File: src/rtl/hazard_scoreboard_unit_pkg.sv
// Shared encodings for the hazard scoreboard: instruction classes, forward
// selects and the default PC select.
package hazard_scoreboard_unit_pkg;

   typedef enum logic [1:0] {
      HZ_CLASS_ALU  = 2'b00,
      HZ_CLASS_LOAD = 2'b01,
      HZ_CLASS_MDU  = 2'b10,
      HZ_CLASS_RSVD = 2'b11
   } hz_class_e;

   typedef enum logic [1:0] {
      FWD_SEL_RF  = 2'b00,
      FWD_SEL_MEM = 2'b01,
      FWD_SEL_WB  = 2'b10,
      FWD_SEL_MDU = 2'b11
   } fwd_sel_e;

   localparam logic [1:0] PC_SEL_PC_PLUS_4 = 2'b00;

   // The reserved class encoding behaves exactly like an ALU op.
   function automatic hz_class_e norm_class(input logic [1:0] c);
      return (c == HZ_CLASS_RSVD) ? HZ_CLASS_ALU : hz_class_e'(c);
   endfunction

endpackage

File: src/rtl/hz_scoreboard.sv
// Per-register record of in-flight writers: load latency down-counters and
// MDU-pending bits, with pending lookups for rs1, rs2 and rd.
module hz_scoreboard #(
   parameter int NUM_REGS     = 32,
   parameter int REG_AW       = 5,
   parameter int LOAD_LATENCY = 1
) (
   input  logic              clk_i,
   input  logic              rst_i,
   input  logic              set_load_i,
   input  logic              set_mdu_i,
   input  logic [REG_AW-1:0] set_rd_i,
   input  logic              done_i,
   input  logic [REG_AW-1:0] done_rd_i,
   input  logic              clr_i,
   input  logic [REG_AW-1:0] clr_rd_i,
   input  logic [REG_AW-1:0] rs1_i,
   input  logic [REG_AW-1:0] rs2_i,
   input  logic [REG_AW-1:0] rd_i,
   output logic              pend_rs1_o,
   output logic              pend_rs2_o,
   output logic              pend_rd_o
);

   localparam int LAT_W = (LOAD_LATENCY < 2) ? 1 : $clog2(LOAD_LATENCY + 1);
   localparam logic [LAT_W-1:0] LAT_INIT = LAT_W'(LOAD_LATENCY);

   logic [LAT_W-1:0]    cnt [NUM_REGS];
   logic [NUM_REGS-1:0] mdu_pend;

   // Entry 0 is never written after reset, so it stays clear.
   always_ff @(posedge clk_i) begin
      if (rst_i) begin
         for (int r = 0; r < NUM_REGS; r++) cnt[r] <= '0;
         mdu_pend <= '0;
      end else begin
         for (int r = 1; r < NUM_REGS; r++) begin
            if (clr_i && clr_rd_i == REG_AW'(r)) begin
               cnt[r]      <= '0;
               mdu_pend[r] <= 1'b0;
            end else begin
               if (set_load_i && set_rd_i == REG_AW'(r))
                  cnt[r] <= LAT_INIT;
               else if (cnt[r] != '0)
                  cnt[r] <= cnt[r] - 1'b1;

               if (set_mdu_i && set_rd_i == REG_AW'(r))
                  mdu_pend[r] <= 1'b1;
               else if (done_i && done_rd_i == REG_AW'(r))
                  mdu_pend[r] <= 1'b0;
            end
         end
      end
   end

   // An MDU result arriving this cycle no longer counts as pending.
   function automatic logic pend(input logic [REG_AW-1:0] a);
      if (a == '0 || int'(a) >= NUM_REGS) return 1'b0;
      return (cnt[a] != '0) || (mdu_pend[a] && !(done_i && done_rd_i == a));
   endfunction

   assign pend_rs1_o = pend(rs1_i);
   assign pend_rs2_o = pend(rs2_i);
   assign pend_rd_o  = pend(rd_i);

endmodule

File: src/rtl/hazard_scoreboard_unit.sv
// Scoreboard-based hazard unit: RAW/WAW/MDU-structural stalls, MEM-stage
// flush with EX squash, ID forwarding selects and saturating perf counters.
module hazard_scoreboard_unit
   import hazard_scoreboard_unit_pkg::*;
#(
   parameter int NUM_REGS     = 32,
   parameter int REG_AW       = 5,
   parameter int LOAD_LATENCY = 1,
   parameter int CNT_W        = 16
) (
   input  logic              clk_i,
   input  logic              rst_i,
   input  logic              id_valid_i,
   input  logic [REG_AW-1:0] id_rs1_addr_i,
   input  logic [REG_AW-1:0] id_rs2_addr_i,
   input  logic              id_rs1_used_i,
   input  logic              id_rs2_used_i,
   input  logic [REG_AW-1:0] id_rd_addr_i,
   input  logic              id_reg_write_i,
   input  logic [1:0]        id_class_i,
   input  logic [REG_AW-1:0] mem_rd_addr_i,
   input  logic              mem_reg_write_i,
   input  logic [REG_AW-1:0] wb_rd_addr_i,
   input  logic              wb_reg_write_i,
   input  logic              mdu_done_i,
   input  logic [REG_AW-1:0] mdu_rd_addr_i,
   input  logic              branch_jump_request_mem_i,
   input  logic [1:0]        pc_sel_decision_mem_i,
   output logic              pc_stall_o,
   output logic              if_id_stall_o,
   output logic              if_id_flush_o,
   output logic              id_ex_flush_o,
   output logic              mdu_kill_o,
   output logic [1:0]        forward_a_select_o,
   output logic [1:0]        forward_b_select_o,
   output logic [1:0]        pc_sel_final_o,
   output logic [CNT_W-1:0]  stall_count_o,
   output logic [CNT_W-1:0]  flush_count_o
);

   hz_class_e         id_cls;
   logic              pend_rs1, pend_rs2, pend_rd;
   logic              raw, waw, structural, flush, stall, issue;
   logic              id_writes, set_load, set_mdu, squash;
   logic              mdu_busy;
   logic              ex_valid, ex_wr;
   logic [REG_AW-1:0] ex_rd;
   hz_class_e         ex_cls;
   logic [CNT_W-1:0]  stall_cnt, flush_cnt;

   assign id_cls     = norm_class(id_class_i);
   assign raw        = (id_rs1_used_i && pend_rs1) || (id_rs2_used_i && pend_rs2);
   assign waw        = id_reg_write_i && pend_rd;
   assign structural = (id_cls == HZ_CLASS_MDU) && mdu_busy && !mdu_done_i;
   assign flush      = branch_jump_request_mem_i;
   assign stall      = id_valid_i && (raw || waw || structural) && !flush;
   assign issue      = id_valid_i && !stall && !flush;
   assign id_writes  = issue && id_reg_write_i && (id_rd_addr_i != '0);
   assign set_load   = id_writes && (id_cls == HZ_CLASS_LOAD);
   assign set_mdu    = id_writes && (id_cls == HZ_CLASS_MDU);
   assign squash     = flush && ex_valid;

   hz_scoreboard #(
      .NUM_REGS     (NUM_REGS),
      .REG_AW       (REG_AW),
      .LOAD_LATENCY (LOAD_LATENCY)
   ) u_sb (
      .clk_i      (clk_i),
      .rst_i      (rst_i),
      .set_load_i (set_load),
      .set_mdu_i  (set_mdu),
      .set_rd_i   (id_rd_addr_i),
      .done_i     (mdu_done_i),
      .done_rd_i  (mdu_rd_addr_i),
      .clr_i      (squash && ex_wr),
      .clr_rd_i   (ex_rd),
      .rs1_i      (id_rs1_addr_i),
      .rs2_i      (id_rs2_addr_i),
      .rd_i       (id_rd_addr_i),
      .pend_rs1_o (pend_rs1),
      .pend_rs2_o (pend_rs2),
      .pend_rd_o  (pend_rd)
   );

   // Squash of an in-flight MDU op overrides a same-cycle done or new issue.
   always_ff @(posedge clk_i) begin
      if (rst_i) begin
         mdu_busy  <= 1'b0;
         ex_valid  <= 1'b0;
         ex_wr     <= 1'b0;
         ex_rd     <= '0;
         ex_cls    <= HZ_CLASS_ALU;
         stall_cnt <= '0;
         flush_cnt <= '0;
      end else begin
         if (squash && ex_cls == HZ_CLASS_MDU) mdu_busy <= 1'b0;
         else if (set_mdu)                     mdu_busy <= 1'b1;
         else if (mdu_done_i)                  mdu_busy <= 1'b0;

         ex_valid <= issue;
         ex_wr    <= issue && id_reg_write_i;
         ex_rd    <= issue ? id_rd_addr_i : '0;
         ex_cls   <= issue ? id_cls : HZ_CLASS_ALU;

         if (stall && stall_cnt != '1) stall_cnt <= stall_cnt + 1'b1;
         if (flush && flush_cnt != '1) flush_cnt <= flush_cnt + 1'b1;
      end
   end

   function automatic fwd_sel_e fwd(input logic [REG_AW-1:0] rs);
      if (rs == '0)                                  return FWD_SEL_RF;
      if (mem_reg_write_i && mem_rd_addr_i == rs)    return FWD_SEL_MEM;
      if (mdu_done_i && mdu_rd_addr_i == rs)         return FWD_SEL_MDU;
      if (wb_reg_write_i && wb_rd_addr_i == rs)      return FWD_SEL_WB;
      return FWD_SEL_RF;
   endfunction

   assign pc_stall_o         = stall;
   assign if_id_stall_o      = stall;
   assign if_id_flush_o      = flush;
   assign id_ex_flush_o      = stall || flush;
   assign mdu_kill_o         = squash && (ex_cls == HZ_CLASS_MDU);
   assign forward_a_select_o = fwd(id_rs1_addr_i);
   assign forward_b_select_o = fwd(id_rs2_addr_i);
   assign pc_sel_final_o     = flush ? pc_sel_decision_mem_i : PC_SEL_PC_PLUS_4;
   assign stall_count_o      = stall_cnt;
   assign flush_count_o      = flush_cnt;

endmodule

File: config.mk
export PLATFORM = sky130hd
export DESIGN_NAME = hazard_scoreboard_unit
export DESIGN_NICKNAME = d
export VERILOG_FILES = /design/src/rtl/hazard_scoreboard_unit_pkg.sv /design/src/rtl/hz_scoreboard.sv /design/src/rtl/hazard_scoreboard_unit.sv
export SDC_FILE = /design/constraint.sdc
export NUM_CORES = 1
export LEC_CHECK = 0
export ABC_CLOCK_PERIOD_IN_PS = 3350
export CORE_ASPECT_RATIO = 0.9
export CORE_MARGIN = 4
export CORE_UTILIZATION = 50
export DETAILED_ROUTE_END_ITERATION = 8
export PLACE_DENSITY = 0.75
export SYNTH_ARGS = -nofsm -noshare
export SYNTH_HDL_FRONTEND = slang
export SYNTH_SLANG_ARGS = --single-unit
File: constraint.sdc
create_clock -name clk_i -period 3.35 [get_ports clk_i]
set_clock_uncertainty 0.2 [all_clocks]
set_input_delay 0.5025 -clock clk_i [delete_from_list [all_inputs] [get_ports clk_i]]
set_output_delay 0.5025 -clock clk_i [all_outputs]
set_load 0.02 [all_outputs]
==> impl_table.tex <==
\begin{tabular}{lr}
\hline
Metric & Value \\
\hline
\multicolumn{2}{l}{\textbf{Die}} \\
\quad Die area & $\sim$17000 µm² \\
\quad Core ar. & 14700 µm² \\
\quad Standard-cell row count & 42 \\
\quad Initial Utilization & 0.509 \\
\quad Height of the die & 124 µm \\
\quad IO Count & 87 \\
\quad Overall die width & 137 µm \\
\multicolumn{2}{l}{\textbf{Timing}} \\
\quad Minimum hold slack & slightly below 0.3 ns \\
\quad Final setup margin & -0.00393 ns \\
\quad Final max-slew violation count & 0 \\
\quad Final critical-path share of the clock period & 1.00 \\
\quad Fin. Hold Viols & 0 \\
\quad Tightest slew margin relative to the limit & 0.360 \\
\quad Setup Viol. Count Final & 1 \\
\quad Peak Freq & 298 MHz \\
\quad Slew of the pin with the lowest slew margin & 0.959 ns \\
\quad Final critical delay including setup and external delays & 3.35 ns \\
\quad Setup TNS & -0.00393 ns \\
\multicolumn{2}{l}{\textbf{Worst setup path}} \\
\quad Type of element launching the critical path & flop \\
\quad Arrival time at the worst endpoint & 2.65 ns \\
\quad Sort of element at the end of the critical path & output pin \\
\quad Data required time of the worst path & between 2 and 3 ns \\
\quad Critical setup path kind & flop to output pin \\
\quad Biggest fanout along the worst timing path & 3 \\
\multicolumn{2}{l}{\textbf{Global routing}} \\
\quad Wire length of the first global-routing pass & 37200 µm \\
\quad Antenna violations before repair & 0 \\
\quad Overflow left after global routing & 0 \\
\quad Pin count of the biggest net entering global routing & 50 \\
\quad Via count of the first global-routing pass & 7087 \\
\quad Total Routing Usage GR & 0.281 \\
\multicolumn{2}{l}{\textbf{Synth}} \\
\quad Mux share of post-synthesis cell area & 0.165 \\
\quad Fraction of registers with async set/reset & 0 \\
\quad Basic-gate share of the synthesized area counting and, or, nand and nor cells & 0.272 \\
\quad Synth Area in Adders & 0.00334 \\
\quad Yosys cell types & 67 \\
\quad Post-synthesis sequential area ratio & 0.319 \\
\quad Mapped Nets & 897 \\
\quad YS warnings & 0 \\
\quad Compound-gate portion of the synthesized area & 0.132 \\
\quad Dominant combinational cell family by area after synthesis & simple AND/OR/NAND/NOR gates \\
\quad \#FFs+latches synth & approximately 100 \\
\quad Netlist area before placement & 7490 µm² \\
\quad Mapped Avg Cell Area & around 9 µm² \\
\quad Number of enable-type register cells in the synthesized netlist & 31 \\
\quad Count of mapped cells out of synthesis & 851 \\
\quad Most common flop cell mapped by yosys & dfxtp\_1 \\
\quad Area share of xor/xnor cells in the synthesized design & 0.0583 \\
\multicolumn{2}{l}{\textbf{Power}} \\
\quad Pwr Density & 309 nW/µm² \\
\quad Switching power summed over all nets & 0.817 mW \\
\quad Power consumption & 3.03 mW \\
\quad Worst supply voltage drop on vdd & 0.000339 V \\
\quad Switching part of the total power & 0.270 \\
\quad Clock power share & 0.347 \\
\quad Combinational fraction of design power & 0.208 \\
\quad Internal power of the cells & about 2.2 mW \\
\quad Leakage power & about 3.6 nW \\
\quad Relative contribution of sequential cells to total power & 0.445 \\
\multicolumn{2}{l}{\textbf{Cells and area}} \\
\quad Fraction of layout instances using a drive strength above 1 & 0.256 \\
\quad Multi-input gate area in the final layout & 4940 µm² \\
\quad Commonest cells after routing, fill and taps aside & buf\_4, nand2\_1, nor2\_1, dfxtp\_1, clkdlybuf4s50\_1 \\
\quad Most frequent standard cell in the layout excluding fill and tap cells & buf\_4 \\
\quad \# nets final & 1057 \\
\quad Antenna diode count & 0 \\
\quad Storage element area & 2390 µm² \\
\quad Filler cell count & 1194 \\
\quad Area overhead of the layout relative to synthesis & 31.0\% \\
\multicolumn{2}{l}{\textbf{Drt}} \\
\quad Residual antenna-violating net count after detailed routing & 0 \\
\quad Overall via count from detail\_route & roughly 7400 \\
\quad Count of routing violations after the opening detailed-route iteration & 832 \\
\quad Number of design rule violations left after detail routing & 0 \\
\quad Routed wire length per instance & between 15 and 20 µm \\
\quad Count of TritonRoute iterations in the first routing pass & 5 \\
\quad Total Routed Length & 23700 µm \\
\quad DR vias/cell & about 6 \\
\multicolumn{2}{l}{\textbf{Placed design}} \\
\quad Gp weighted congestion & just under 1 \\
\quad Dpl hpwl & 17600 µm \\
\quad Port-buffer cells & between 80 and 90 \\
\multicolumn{2}{l}{\textbf{Outcome}} \\
\quad Violated checks & setup timing \\
\quad Outcome & complete, but fails checks \\
\multicolumn{2}{l}{\textbf{Clocking}} \\
\quad Clock buffers created by TritonCTS & 9 \\
\quad Clock Latency Late Sink & 0.35 ns \\
\quad Clock tree from TritonCTS & yes \\
\quad Clock root cell & clkbuf\_16 \\
\quad Clock sinks & 104 \\
\quad Worst-case clock buffer depth & 2 \\
\quad Number of H-tree levels & 3 \\
\quad Clock transition at the register clock pins on the worst setup and hold paths after CTS & 0.07 ns \\
\multicolumn{2}{l}{\textbf{Min path}} \\
\quad Min-Delay Path Class & flop to flop \\
\multicolumn{2}{l}{\textbf{Run}} \\
\quad Max-Cap Viols & 0 \\
\hline
\end{tabular}
## registers in the layout (all words and copies together) (netlist names), 2 cells and up
| name | cells |
|---|---|
| u_sb.cnt | 31 |
| flush_count_o | 16 |
| ex_cls | 2 |
| u_sb.mdu_pend | 31 |
| ex_rd | 5 |
| stall_count_o | 16 |
## layout make-up
| class | count | share of cell area |
|---|---|---|
| Timing Repair Buffer | 206 | 0.194 |
| Tap cell | 198 | 0.0253 |
| Inverter | 7 | 0.00268 |
| Multi-Input combinational cell | 683 | 0.504 |
| Clock buffer | 15 | 0.0296 |
| Sequential cell | 104 | 0.244 |
| Clock inverter | 1 | 0.000765 |
## per-layer routing
metal  vias up  GRT usage  wire (µm)
li1       3456          -          -
met2       383      0.446      10800
met1      3485      0.373       9810
met5         -          0          0
met4         0      0.122        886
met3        62     0.0561       2220
## worst paths after layout
| path | to | slack [ns] | start | cells after the start |
|---|---|---|---|---|
| max | id_ex_flush_o | -0.004 | u_sb.cnt[17]$_DFFE_PP_ | 9 |
| min | mdu_busy$_SDFFE_PP0P_ | 0.29 | mdu_busy$_SDFFE_PP0P_ | 2 |
| max reg2reg | u_sb.cnt[28]$_SDFFCE_PP0P_ | 0.03 | u_sb.cnt[17]$_DFFE_PP_ | 11 |
| min reg2reg | mdu_busy$_SDFFE_PP0P_ | 0.29 | mdu_busy$_SDFFE_PP0P_ | 2 |
## synthesized netlist by cell type (all sizes together) (13+ instances only)
master | n | share of area
nor2 | 99 | 0.050
nand2 | 97 | 0.050
dfxtp | 73 | 0.20
o21ai | 65 | 0.043
nand3 | 44 | 0.030
buf | 38 | 0.037
mux2i | 34 | 0.045
xor2 | 33 | 0.040
mux4 | 32 | 0.098
edfxtp | 31 | 0.12
o22ai | 31 | 0.034
nor3 | 29 | 0.020
nor2b | 26 | 0.022
or2 | 21 | 0.018
clkbuf | 19 | 0.0095
nand4 | 17 | 0.015
xnor2 | 16 | 0.019
or3 | 15 | 0.013
mux2 | 14 | 0.021
nor4 | 13 | 0.011
## worst max-delay path: stages (launching register included)
cell      delay, ns
edfxtp_1       0.42
buf_4          0.16
mux4_1         0.48
nor2b_1        0.15
a211oi_2       0.20
a22oi_1        0.10
a41oi_1        0.19
and4b_2        0.36
o21bai_1       0.08
buf_4          0.16
## through the flow
step	setup WS, ns	instances	util	cell area [µm²]
after floorplan	0.0485	851	-	7500
after global placement	-0.775	1184	0.622	9150
after detailed placement	-0.833	1184	0.622	9150
after CTS	0.0207	1207	0.657	9660
after global routing	-0.0987	1214	0.667	9810
final	-0.00393	1214	0.667	9810
## repair_timing
item,CTS,global route
hold buffers,0,0
gates resized for setup,73,51
setup buffers,4,8
endpoints found under the setup margin,115,47
pin swaps,18,15
gates cloned,3,0
## kinds of logic (layout without fill, tap and decap cells)
family	Yosys count	count (layout)
buffers and inverters	64	229
AOI/OAI and AO/OA	148	148
muxes	80	80
DFF	104	104
xor gates and xnor gates	49	49
adders and majority gates	2	2
and+or+nand+nor	404	404
## power by group through the flow
stage | clock network (mW) | registers, mW | logic (mW)
3_5_place_dp | 0 | 1.38 | 0.567
5_1_grt | 1.11 | 1.35 | 0.670
2_1_floorplan | 0 | 1.37 | 0.340
3_3_place_gp | 0 | 1.37 | 0.558
4_1_cts | 1.06 | 1.35 | 0.598
6_report | 1.05 | 1.35 | 0.630
(Power assumes the default switching activity.)
